<file path="config.mk">
export PLATFORM = sky130hd
export DESIGN_NAME = uart_receiver
export DESIGN_NICKNAME = d
export VERILOG_FILES = /design/src/rtl/uart_pkg.sv /design/src/rtl/uart_rx_sync.sv /design/src/rtl/uart_receiver.sv
export SDC_FILE = /design/constraint.sdc
export NUM_CORES = 1
export LEC_CHECK = 0
export CAP_MARGIN = 0
export CORE_MARGIN = 2
export CORE_UTILIZATION = 25
export DETAILED_ROUTE_END_ITERATION = 6
export PLACE_DENSITY = 0.4
export SETUP_SLACK_MARGIN = 0.3
export SLEW_MARGIN = 20
export SYNTH_ARGS = -nofsm -noshare
export SYNTH_HDL_FRONTEND = slang
export SYNTH_SLANG_ARGS = --single-unit
</file>
<file path="constraint.sdc">
create_clock -name clk -period 3.3 [get_ports clk]
set_input_delay 0.66 -clock clk [delete_from_list [all_inputs] [get_ports clk]]
set_output_delay 0.66 -clock clk [all_outputs]
set_load 0.01 [all_outputs]
</file>
<file path="src/rtl/uart_pkg.sv">
// Shared UART definitions: receiver/transmitter state encodings, default
// bit timing and frame width.
package uart_pkg;

    typedef enum logic [2:0] {
        IDLE    = 3'b000,
        START   = 3'b001,
        DATA    = 3'b010,
        STOP    = 3'b011,
        CLEANUP = 3'b100
    } uart_state_t;

    // clk cycles per serial bit (clk frequency / baud rate)
    localparam int CLOCK_PER_BIT = 50;

    // data bits per frame
    localparam int FRAME_BITS = 8;

    // Cycles from start-bit detect to the start-bit centre, truncated.
    function automatic logic [7:0] half_bit(input int cpb);
        return 8'((cpb - 1) / 2);
    endfunction

endpackage

</file>
<file path="src/rtl/uart_rx_sync.sv">
// Two-flop synchronizer for the asynchronous serial line. Both flops come
// out of reset high so an idle line is never mistaken for a start bit.
module uart_rx_sync (
    input  logic clk,
    input  logic rst_n,
    input  logic rx_in,
    output logic rx_sync
);

    logic sync1;
    logic sync2;

    // Shift the raw line through two flops to settle metastability
    always_ff @(posedge clk) begin
        if (!rst_n) begin
            sync1 <= 1'b1;
            sync2 <= 1'b1;
        end else begin
            sync1 <= rx_in;
            sync2 <= sync1;
        end
    end

    assign rx_sync = sync2;

endmodule

</file>
<file path="src/rtl/uart_receiver.sv">
// UART receiver, 8N1, LSB first. Detects the start bit, re-aligns to its
// centre and then samples every data bit and the stop bit at bit centre.
// A good frame updates rx_data_out with a one-cycle rx_done strobe; a low
// stop bit gives a one-cycle rx_frame_err and leaves rx_data_out alone.
module uart_receiver
    import uart_pkg::*;
#(
    parameter int clock_per_bit = CLOCK_PER_BIT
) (
    input  logic       clk,
    input  logic       rst_n,
    input  logic       rx_in,
    output logic [7:0] rx_data_out,
    output logic       rx_done,
    output logic       rx_ongoing,
    output logic       rx_frame_err
);

    localparam logic [7:0] LAST_COUNT = 8'(clock_per_bit - 1);
    localparam logic [7:0] HALF_COUNT = half_bit(clock_per_bit);
    localparam logic [2:0] LAST_INDEX = 3'(FRAME_BITS - 1);

    logic        rx_sync;

    uart_state_t state_reg,    state_next;
    logic [7:0]  count_reg,    count_next;
    logic [2:0]  index_reg,    index_next;
    logic [7:0]  shift_reg,    shift_next;
    logic [7:0]  data_reg,     data_next;
    logic        done_reg,     done_next;
    logic        err_reg,      err_next;
    logic        ongoing_reg,  ongoing_next;

    uart_rx_sync u_sync (
        .clk     (clk),
        .rst_n   (rst_n),
        .rx_in   (rx_in),
        .rx_sync (rx_sync)
    );

    // State and datapath registers; reset discards any partial frame
    always_ff @(posedge clk) begin
        if (!rst_n) begin
            state_reg   <= IDLE;
            count_reg   <= 8'd0;
            index_reg   <= 3'd0;
            shift_reg   <= 8'd0;
            data_reg    <= 8'd0;
            done_reg    <= 1'b0;
            err_reg     <= 1'b0;
            ongoing_reg <= 1'b0;
        end else begin
            state_reg   <= state_next;
            count_reg   <= count_next;
            index_reg   <= index_next;
            shift_reg   <= shift_next;
            data_reg    <= data_next;
            done_reg    <= done_next;
            err_reg     <= err_next;
            ongoing_reg <= ongoing_next;
        end
    end

    // Next-state and datapath decode; strobes default low so they last one cycle
    always_comb begin
        state_next   = state_reg;
        count_next   = count_reg;
        index_next   = index_reg;
        shift_next   = shift_reg;
        data_next    = data_reg;
        done_next    = 1'b0;
        err_next     = 1'b0;
        ongoing_next = ongoing_reg;

        case (state_reg)
            IDLE: begin
                count_next = 8'd0;
                index_next = 3'd0;
                if (!rx_sync) begin
                    state_next   = START;
                    ongoing_next = 1'b1;
                end
            end
            START: begin
                if (count_reg < HALF_COUNT) begin
                    count_next = count_reg + 8'd1;
                end else if (!rx_sync) begin
                    state_next = DATA;
                    count_next = 8'd0;
                end else begin
                    // line went back high before the start-bit centre: glitch
                    state_next   = IDLE;
                    ongoing_next = 1'b0;
                end
            end
            DATA: begin
                if (count_reg < LAST_COUNT) begin
                    count_next = count_reg + 8'd1;
                end else begin
                    shift_next[index_reg] = rx_sync;
                    count_next            = 8'd0;
                    if (index_reg == LAST_INDEX) begin
                        state_next = STOP;
                        index_next = 3'd0;
                    end else begin
                        index_next = index_reg + 3'd1;
                    end
                end
            end
            STOP: begin
                if (count_reg < LAST_COUNT) begin
                    count_next = count_reg + 8'd1;
                end else begin
                    if (rx_sync) begin
                        data_next = shift_reg;
                        done_next = 1'b1;
                    end else begin
                        err_next = 1'b1;
                    end
                    state_next = CLEANUP;
                    count_next = 8'd0;
                end
            end
            CLEANUP: begin
                ongoing_next = 1'b0;
                state_next   = IDLE;
            end
            default: begin
                state_next   = IDLE;
                count_next   = 8'd0;
                index_next   = 3'd0;
                ongoing_next = 1'b0;
            end
        endcase
    end

    assign rx_data_out  = data_reg;
    assign rx_done      = done_reg;
    assign rx_frame_err = err_reg;
    assign rx_ongoing   = ongoing_reg;

endmodule

</file>
==> impl_metrics.yaml, run 1 <==
layout:
  fin_cells: 250
  design_area_um2: 2020
  fin_nets: 179
  drive_gt1_share_pct: 16.8
  fillers: 673
  antenna_cells: 0
  area_delta_synth_final_pct: 19.9
global_routing:
  grt_pass1_vias: 1180
  antenna_found_initial: 0
  overflow: 0
  grt_max_degree: 24
  grt_pass1_wl_um: 5810
  track_usage_pct: 9.96
synthesis:
  ys_top_cells_by_count: "35 x dfxtp_1, 18 x nand2_1, 17 x mux2i_1"
  ys_types: 43
  avgSynthCellArea_um2: 10.7
  synthFlopType: "dfxtp_1"
  syn_inst: 158
  synth_top_area_share_pct: 41.5
  synth_largest_area_cell: "dfxtp_1"
  syn_nets: 165
  synthTopCellsByArea: "dfxtp_1 41%, mux2i_1 10%, nor4b_4 5.6%"
  synth-seq-cells: 35
  syn-cell-area_um2: 1690
  seq_area_frac_synth_pct: 41.5
  ys_warn_count: 0
  synth_edf_count: 0
  synthArstFlopShare_pct: 0
  synth_most_common_cell: "dfxtp_1"
timing:
  hold_viol_final: 0
  max_freq_ghz: 0.470
  drv_slew: 0
  finalSetupViolations: 0
  setup_tns_ns: 0
  worst_pin_slew_ns: 0.865
  maxSlewHeadroom_pct: 42.3
  skew_ns: 0.00970
  rsz0062_at_grt: "no"
  post-route-period-util_pct: 64.5
  period_needed_ns: 2.13
clocking:
  cts_tree: "built"
  path_clk_slew_ns: 0.08
  cts_buffers: 5
  clock_latency_ns: 0.29
  postCtsSetupRepairBufs: 0
  hold_buffers: 0
  htreeDepth: 2
  cts-root-buf: "clkbuf_8"
  clock_sinks: 35
  cts_resized: 0
  cts.path.max_buffers: 2
worst_hold_path:
  hold_start: "u_sync.sync1"
  hold_path_class: "reg2reg"
  worstHoldEndpoint: "u_sync.rx_sync"
  min_path_cells: 1
route:
  drt_wl_total_um: 3320
  drcViolationCount: 0
  first_pass_iters: 4
  vias: 1160
  via_per_inst: 4.64
  post_drt_wl_per_cell_um: 13.3
  first_iter_violations: 57
  drtAntennaViolNets: 0
floorplan:
  num_rows: 29
  start_util_pct: 26.2
  die_h_um: 86.2
  die-area_um2: 7430
  num_io_pins: 14
  coreArea_um2: 6460
  die_x_um: 86.2
setup_path:
  path_max_fanout: 11
  crit_family: "compound AO/OA/AOI/OAI gates"
  r2r-start: "count_reg[0]"
  slowest_delay_ns: 0.72
  r2r-end: "state_reg[0]"
  r2r_cells: 6
  worstPathArrival_ns: 2.32
  crit_chain: "inv_1, ha_1, nor3b_2, o21a_1, xnor2_1, a2111oi_2"
  crit_required_ns: 3.49
  critPathLaunchType: "flip-flop"
  slowest_stage: "o21a_1"
  endpoint_kind: "flip-flop"
  critPathBufInv: 1
  r2r_slack_ns: 1.17
  crit_type: "reg2reg"
placed_design:
  hpwl_um: 2310
  dp_cells: 242
  io_buffers: 13
  placed_area_um2: 1890
  gp_congestion: 0.721
pwr:
  pwr-share-seq_pct: 46.2
  p_total_uw: 925
  p_leak_nw: 0.699
  internal_power_uw: 737
  share_comb_of_total_power_pct: 3.5
  power.share.switching_pct: 20.3
  vdd_ir_drop_max_mv: 0.194
  power_density_nw_per_um2: 457
  p_sw_uw: 188
  clock_power_share_pct: 50.3
run:
  max_cap_violations: 0
outcome:
  outcome: "finished clean"
final cells by class:
class / instances / area (um^2) / share of cell area (%)
Multi-Input combinational cell: 110 / 927 / 45.8
Sequential cell: 35 / 701 / 34.6
Timing Repair Buffer: 15 / 145 / 7.17
Tap cell: 77 / 96.3 / 4.76
Clock buffer: 5 / 68.8 / 3.40
Clock inverter: 3 / 67.6 / 3.34
Inverter: 5 / 18.8 / 0.927
logic make-up after synthesis:
group,Yosys count,share of synthesized area [%]
and+or+nand+nor,61,26.9
DFF,35,41.5
AOI/OAI and AO/OA,24,12.7
muxes,18,10.7
buffers and inverters,13,3.63
adders and majority gates,4,2.96
xor gates and xnor gates,3,1.56
worst max-delay path by stage:
stage / start / endpoint / slack (ns) / cells after the start
final: count_reg[0] / state_reg[0] / 1.17 / 6
after global routing: count_reg[0] / state_reg[0] / 0.96 / 6
after CTS: count_reg[0] / state_reg[0] / 1.16 / 6
after detailed placement: count_reg[0] / state_reg[0] / 1.17 / 6
after global placement: count_reg[0] / state_reg[0] / 1.20 / 6
after floorplan: count_reg[0] / shift_reg[7] / 1.69 / 7
power groups by stage:
stage	combinational [mW]	clock, mW	sequential [mW]
finish	0.0325	0.466	0.427
global placement	0.0322	0	0.437
CTS	0.0329	0.476	0.427
global route	0.0362	0.492	0.428
detailed placement	0.0329	0	0.437
floorplan	0.0218	0	0.437
layer usage:
metal,track usage (%),up-vias,wire [um]
li1,-,599,-
met1,14.3,541,1800
met2,14.2,15,1380
met3,2.86,5,101
met4,3.41,0,37
met5,0,-,0
through the flow:
stage | util, % | setup slack, ns | hold WS [ns]
after CTS | 31.3 | 1.16 | 0.413
after detailed placement | 29.2 | 1.17 | 0.396
after global routing | 31.3 | 0.956 | 0.451
after floorplan | - | 1.69 | 0.386
final | 31.3 | 1.17 | 0.412
after global placement | 29.2 | 1.20 | 0.395
cells in the final DEF (no fill, tap or decap), types with 4 or more instances in the layout:
master           count
inv_1                5
nor2_1               6
nand3_1              4
ha_1                 4
nor4b_4              4
clkbuf_8             5
nand2b_1             7
mux2i_1             17
nand2_1             18
clkdlybuf4s50_1     13
dfxtp_1             35
No activity file was read; power rests on OpenSTA's default activity.
==> run 2: changes to the inputs <==
clock period = 2 ns   (was 3.3 ns; I/O delays follow)
==> run 2 against run 1 <==
Die area unchanged. Flip-flop and latch count unchanged. Sequential share of layout area down 2.2 points. Fmax up 31%. Setup slack worse by 0.80 ns. Register-to-register slack worse by 0.80 ns.
==> impl_metrics.yaml, run 2 (synthesis results as in run 1) <==
route:
  vias: 1195
  drtAntennaViolNets: 0
  first_pass_iters: 4
  via_per_inst: 4.56
  drcViolationCount: 0
  post_drt_wl_per_cell_um: 13.0
  drt_wl_total_um: 3410
  first_iter_violations: 63
floorplan:
  die_h_um: 86.2
  coreArea_um2: 6460
  start_util_pct: 26.2
  num_io_pins: 14
  num_rows: 29
  die_x_um: 86.2
  die-area_um2: 7430
pwr:
  p_sw_uw: 294
  vdd_ir_drop_max_mv: 0.260
  internal_power_mw: 1.13
  share_comb_of_total_power_pct: 4.1
  power_density_nw_per_um2: 655
  pwr-share-seq_pct: 49.7
  power.share.switching_pct: 20.7
  p_total_mw: 1.42
  p_leak_nw: 0.779
  clock_power_share_pct: 46.2
outcome:
  outcome: "finished clean"
global_routing:
  antenna_found_initial: 0
  grt_pass1_wl_um: 5810
  grt_util_met3_pct: 2.95
  grt_pass1_vias: 1196
  use_met2_pct: 13.5
  grt.met1_usage_pct: 14.5
  track_usage_pct: 10.0
  grt_max_degree: 18
  overflow: 0
  busiest_layer: "met1"
timing:
  period_needed_ns: 1.63
  max_freq_ghz: 0.613
  hold_viol_final: 0
  skew_ns: 0.0102
  post-route-period-util_pct: 81.5
  finalSetupViolations: 0
  rsz0062_at_grt: "no"
  worst_pin_slew_ns: 0.452
  drv_slew: 0
  maxSlewHeadroom_pct: 69.7
  whs_ns: 0.416
  fin_ws_ns: 0.369
  setup_tns_ns: 0
setup_path:
  critPathLaunchType: "flip-flop"
  cp.depth: 7
  slowest_delay_ns: 0.34
  r2r_cells: 7
  critPathBufInv: 2
  startpoint: "count_reg[0]"
  crit_end: "shift_reg[7]"
  crit_type: "reg2reg"
  r2r_slack_ns: 0.37
  r2r-start: "count_reg[0]"
  r2r-end: "shift_reg[7]"
  crit_chain: "inv_2, ha_4, nor3b_4, o21a_2, buf_12, nor4b_4, mux2i_1"
  crit_family: "simple AND/OR/NAND/NOR gates"
  path_max_fanout: 6
  slowest_stage: "dfxtp_2"
  endpoint_kind: "flip-flop"
  crit_required_ns: 2.20
  worstPathArrival_ns: 1.84
layout:
  area_delta_synth_final_pct: 28.4
  seq_area_um2: 703
  fillers: 655
  final_cell_mix: "33 x dfxtp_1, 18 x nand2_1, 17 x mux2i_1"
  antenna_cells: 0
  fin_nets: 191
  final_common_cell: "dfxtp_1"
  final_core_util_pct: 33.6
  multiInputGateArea_um2: 968
  drive_gt1_share_pct: 25.9
run:
  max_cap_violations: 0
clocking:
  cts.path.max_buffers: 2
  clock_latency_ns: 0.28
  path_clk_slew_ns: 0.07
  cts_tree: "built"
  cts_buffers: 5
  cts-root-buf: "clkbuf_8"
  clock_sinks: 35
  hold_buffers: 0
  htreeDepth: 2
worst_hold_path:
  hold_path_class: "reg2reg"
placed_design:
  gp_congestion: 0.732
  io_buffers: 13
  place_ws_ns: 0.103
  hpwl_um: 2450
==> run 2: changes by cell type in the layout (fill, tap and decap cells not counted), sizes merged <==
cell      before  now
buf            2   13
clkbuf         5    7
bufinv         2    1
clkinv         0    1
clkinvlp       1    0
==> run 2: power by group through the flow <==
| stage | registers (mW) | clock network [mW] | logic [mW] |
|---|---|---|---|
| global placement | 0.722 | 0 | 0.0529 |
| global route | 0.707 | 0.714 | 0.0648 |
| CTS | 0.706 | 0.682 | 0.0558 |
| floorplan | 0.720 | 0 | 0.0360 |
| detailed placement | 0.723 | 0 | 0.0534 |
| finish | 0.706 | 0.657 | 0.0587 |
==> run 2: routing by layer <==
| metal | vias to the layer above | share of wire, % |
|---|---|---|
| li1 | 621 | - |
| met2 | 14 | 41 |
| met1 | 555 | 55 |
| met3 | 5 | 3.0 |
| met4 | 0 | 1.6 |
| met5 | - | 0 |
==> run 2: worst min path at each step <==
| stage | depth (start not counted) | from | endpoint | slack, ns |
|---|---|---|---|---|
| floorplan | 1 | u_sync.sync1 | u_sync.rx_sync | 0.39 |
| global placement | 1 | u_sync.sync1 | u_sync.rx_sync | 0.39 |
| detailed placement | 1 | u_sync.sync1 | u_sync.rx_sync | 0.40 |
| CTS | 1 | u_sync.sync1 | u_sync.rx_sync | 0.42 |
| global route | 1 | u_sync.sync1 | u_sync.rx_sync | 0.44 |
| finish | 1 | u_sync.sync1 | u_sync.rx_sync | 0.42 |
==> run 2: worst register-to-register path: cells and delay by family, from the launching register on <==
kind                       cells  cell delay [ns]
and+or+nand+nor                2             0.41
DFF                            1             0.34
AOI/OAI and AO/OA              1             0.25
buffers and inverters          2             0.20
muxes                          1             0.20
adders and majority gates      1             0.15
==> run 2: through the flow <==
step / std cells / area (um^2)
final: 262 / 2170
after global routing: 262 / 2170
after detailed placement: 249 / 1940
after CTS: 259 / 2110
after global placement: 249 / 1940
after floorplan: 158 / 1690
==> run 2: repair_timing <==
| action | CTS | global route |
|---|---|---|
| gates cloned | 0 | 1 |
| buffers inserted | 2 | 2 |
| endpoints found under the setup margin | 18 | 22 |
| resized for setup | 7 | 7 |
| pin swaps | 1 | 7 |
==> run 2: final cells by class <==
class	count	share of cell area, %
clock inverters	2	1.61
multi-input cells	110	44.6
clock buffers	6	3.81
well taps	77	4.44
flip-flops and latches	35	32.4
repair buffers	27	12.2
inverters	5	0.865
==> run 3: changes to the inputs <==
clock period = 1.7 ns   (was 2 ns; I/O delays follow)
==> run 3 against run 2 <==
Die area did not move. First-iteration DRC count grew 51%. Sequential share of layout area shrank 2.2 points. Utilization increased by 2.8 points. Largest power group unchanged. Largest cell class unchanged. Clock skew increased by 0.0029 ns. Sequential power rose by 17%. Hold slack worse by 0.0064 ns.
==> impl_metrics.yaml, run 3 (synthesis results as in run 1) <==
floorplan:
  die_x_um: 86.2
  num_rows: 29
  start_util_pct: 26.2
  die-area_um2: 7430
  die_h_um: 86.2
  num_io_pins: 14
  coreArea_um2: 6460
setup_path:
  critPathLaunchType: "flip-flop"
  r2r_cells: 7
  crit_type: "reg2reg"
  endpoint_kind: "flip-flop"
  slowest_stage: "a2111oi_2"
  path_max_fanout: 3
  r2r-end: "state_reg[0]"
  r2r-start: "count_reg[0]"
  crit_required_ns: 1.89
  worstPathArrival_ns: 1.83
  crit_chain: "inv_2, ha_4, nor3b_4, o21a_4, buf_6, xnor2_1, a2111oi_2"
  r2r_slack_ns: 0.06
  slowest_delay_ns: 0.35
route:
  drt_wl_total_um: 3750
  vias: 1289
  via_per_inst: 4.67
  first_pass_iters: 4
  post_drt_wl_per_cell_um: 13.6
  drcViolationCount: 0
  drtAntennaViolNets: 0
  first_iter_violations: 95
clocking:
  cts.path.max_buffers: 2
  clock_latency_ns: 0.29
  cts_buffers: 5
  cts_tree: "built"
  htreeDepth: 2
  path_clk_slew_ns: 0.08
  cts-root-buf: "clkbuf_8"
  clock_sinks: 35
timing:
  hold_viol_final: 0
  maxSlewHeadroom_pct: 76.3
  rsz0062_at_grt: "yes"
  worst_pin_slew_ns: 0.354
  finalSetupViolations: 0
  max_freq_ghz: 0.610
  skew_ns: 0.0131
  post-route-period-util_pct: 96.4
  fin_ws_ns: 0.0607
  drv_slew: 0
  period_needed_ns: 1.64
global_routing:
  grt_max_degree: 17
  grt_pass1_wl_um: 6270
  antenna_found_initial: 0
  grt_pass1_vias: 1288
  overflow: 0
  track_usage_pct: 10.9
pwr:
  power_density_nw_per_um2: 648
  p_leak_nw: 0.922
  p_total_mw: 1.52
  vdd_ir_drop_max_mv: 0.303
placed_design:
  dp_cells: 257
  gp_congestion: 0.779
  io_buffers: 13
  place_ws_ns: 0.000681
  hpwl_um: 2600
  placed_area_um2: 2050
worst_hold_path:
  min_path_cells: 1
  hold_path_class: "reg2reg"
  hold_start: "u_sync.sync1"
  worstHoldEndpoint: "u_sync.rx_sync"
layout:
  fin_cells: 276
  drive_gt1_share_pct: 36.2
  antenna_cells: 0
  final_core_util_pct: 36.4
  final_cell_mix: "31 x dfxtp_1, 21 x buf_4, 18 x nand2_1"
  final_common_cell: "dfxtp_1"
  area_delta_synth_final_pct: 39.2
  design_area_um2: 2350
  fin_nets: 206
run:
  max_cap_violations: 0
outcome:
  outcome: "finished clean"
==> run 3: worst max path at each step <==
| stage | start | to | slack [ns] | cells past startpoint |
|---|---|---|---|---|
| finish | count_reg[0] | state_reg[0] | 0.06 | 7 |
| global route | count_reg[0] | state_reg[0] | -0.04 | 7 |
| CTS | count_reg[0] | shift_reg[1] | 0.07 | 7 |
| detailed placement | rst_n | index_reg[1] | 0.0007 | 5 |
| global placement | rst_n | index_reg[0] | 0.04 | 5 |
| floorplan | count_reg[0] | shift_reg[5] | 0.16 | 7 |
==> run 3: area by class of cell <==
class	instances	area (um^2)
clock inverter	1	5.00
timing repair buffer	42	389
multi-input combinational	110	1050
inverter	5	18.8
fill	658	4110
clock buffer	6	82.6
tap	77	96.3
sequential	35	711
==> run 3: metrics by stage <==
step | hold WS, ns | setup TNS [ns]
floorplan | 0.386 | 0
global placement | 0.393 | 0
detailed placement | 0.399 | 0
CTS | 0.415 | 0
global route | 0.460 | -0.118
finish | 0.409 | 0
==> run 3: where the power goes <==
part	internal (mW)	switching [mW]
Combinational	0.0345	0.0477
Sequential	0.822	0.00544
Clock	0.318	0.295
Total	1.17	0.349
==> run 3: timing repair <==
item | CTS | global route
gates resized for setup | 23 | 19
hold buffers | 0 | 0
gates cloned | 1 | 0
setup endpoints to repair | 43 | 33
pin swaps | 16 | 15
setup buffers | 6 | 5
==> run 3: critical path, delay by kind of cell, from the launching register on <==
kind	cells	cell delay, ns
adders and majority gates	1	0.14
and+or+nand+nor	1	0.15
xor gates and xnor gates	1	0.12
buffers and inverters	2	0.17
AOI/OAI and AO/OA	2	0.61
DFF	1	0.34
==> run 3: metal layers <==
layer | part of all wire (%) | vias to the layer above | global-route usage, %
met1 | 50 | 609 | 15.1
met2 | 45 | 25 | 15.8
li1 | - | 649 | -
met4 | 1.2 | 0 | 4.12
met3 | 4.0 | 6 | 3.43
met5 | 0 | - | 0
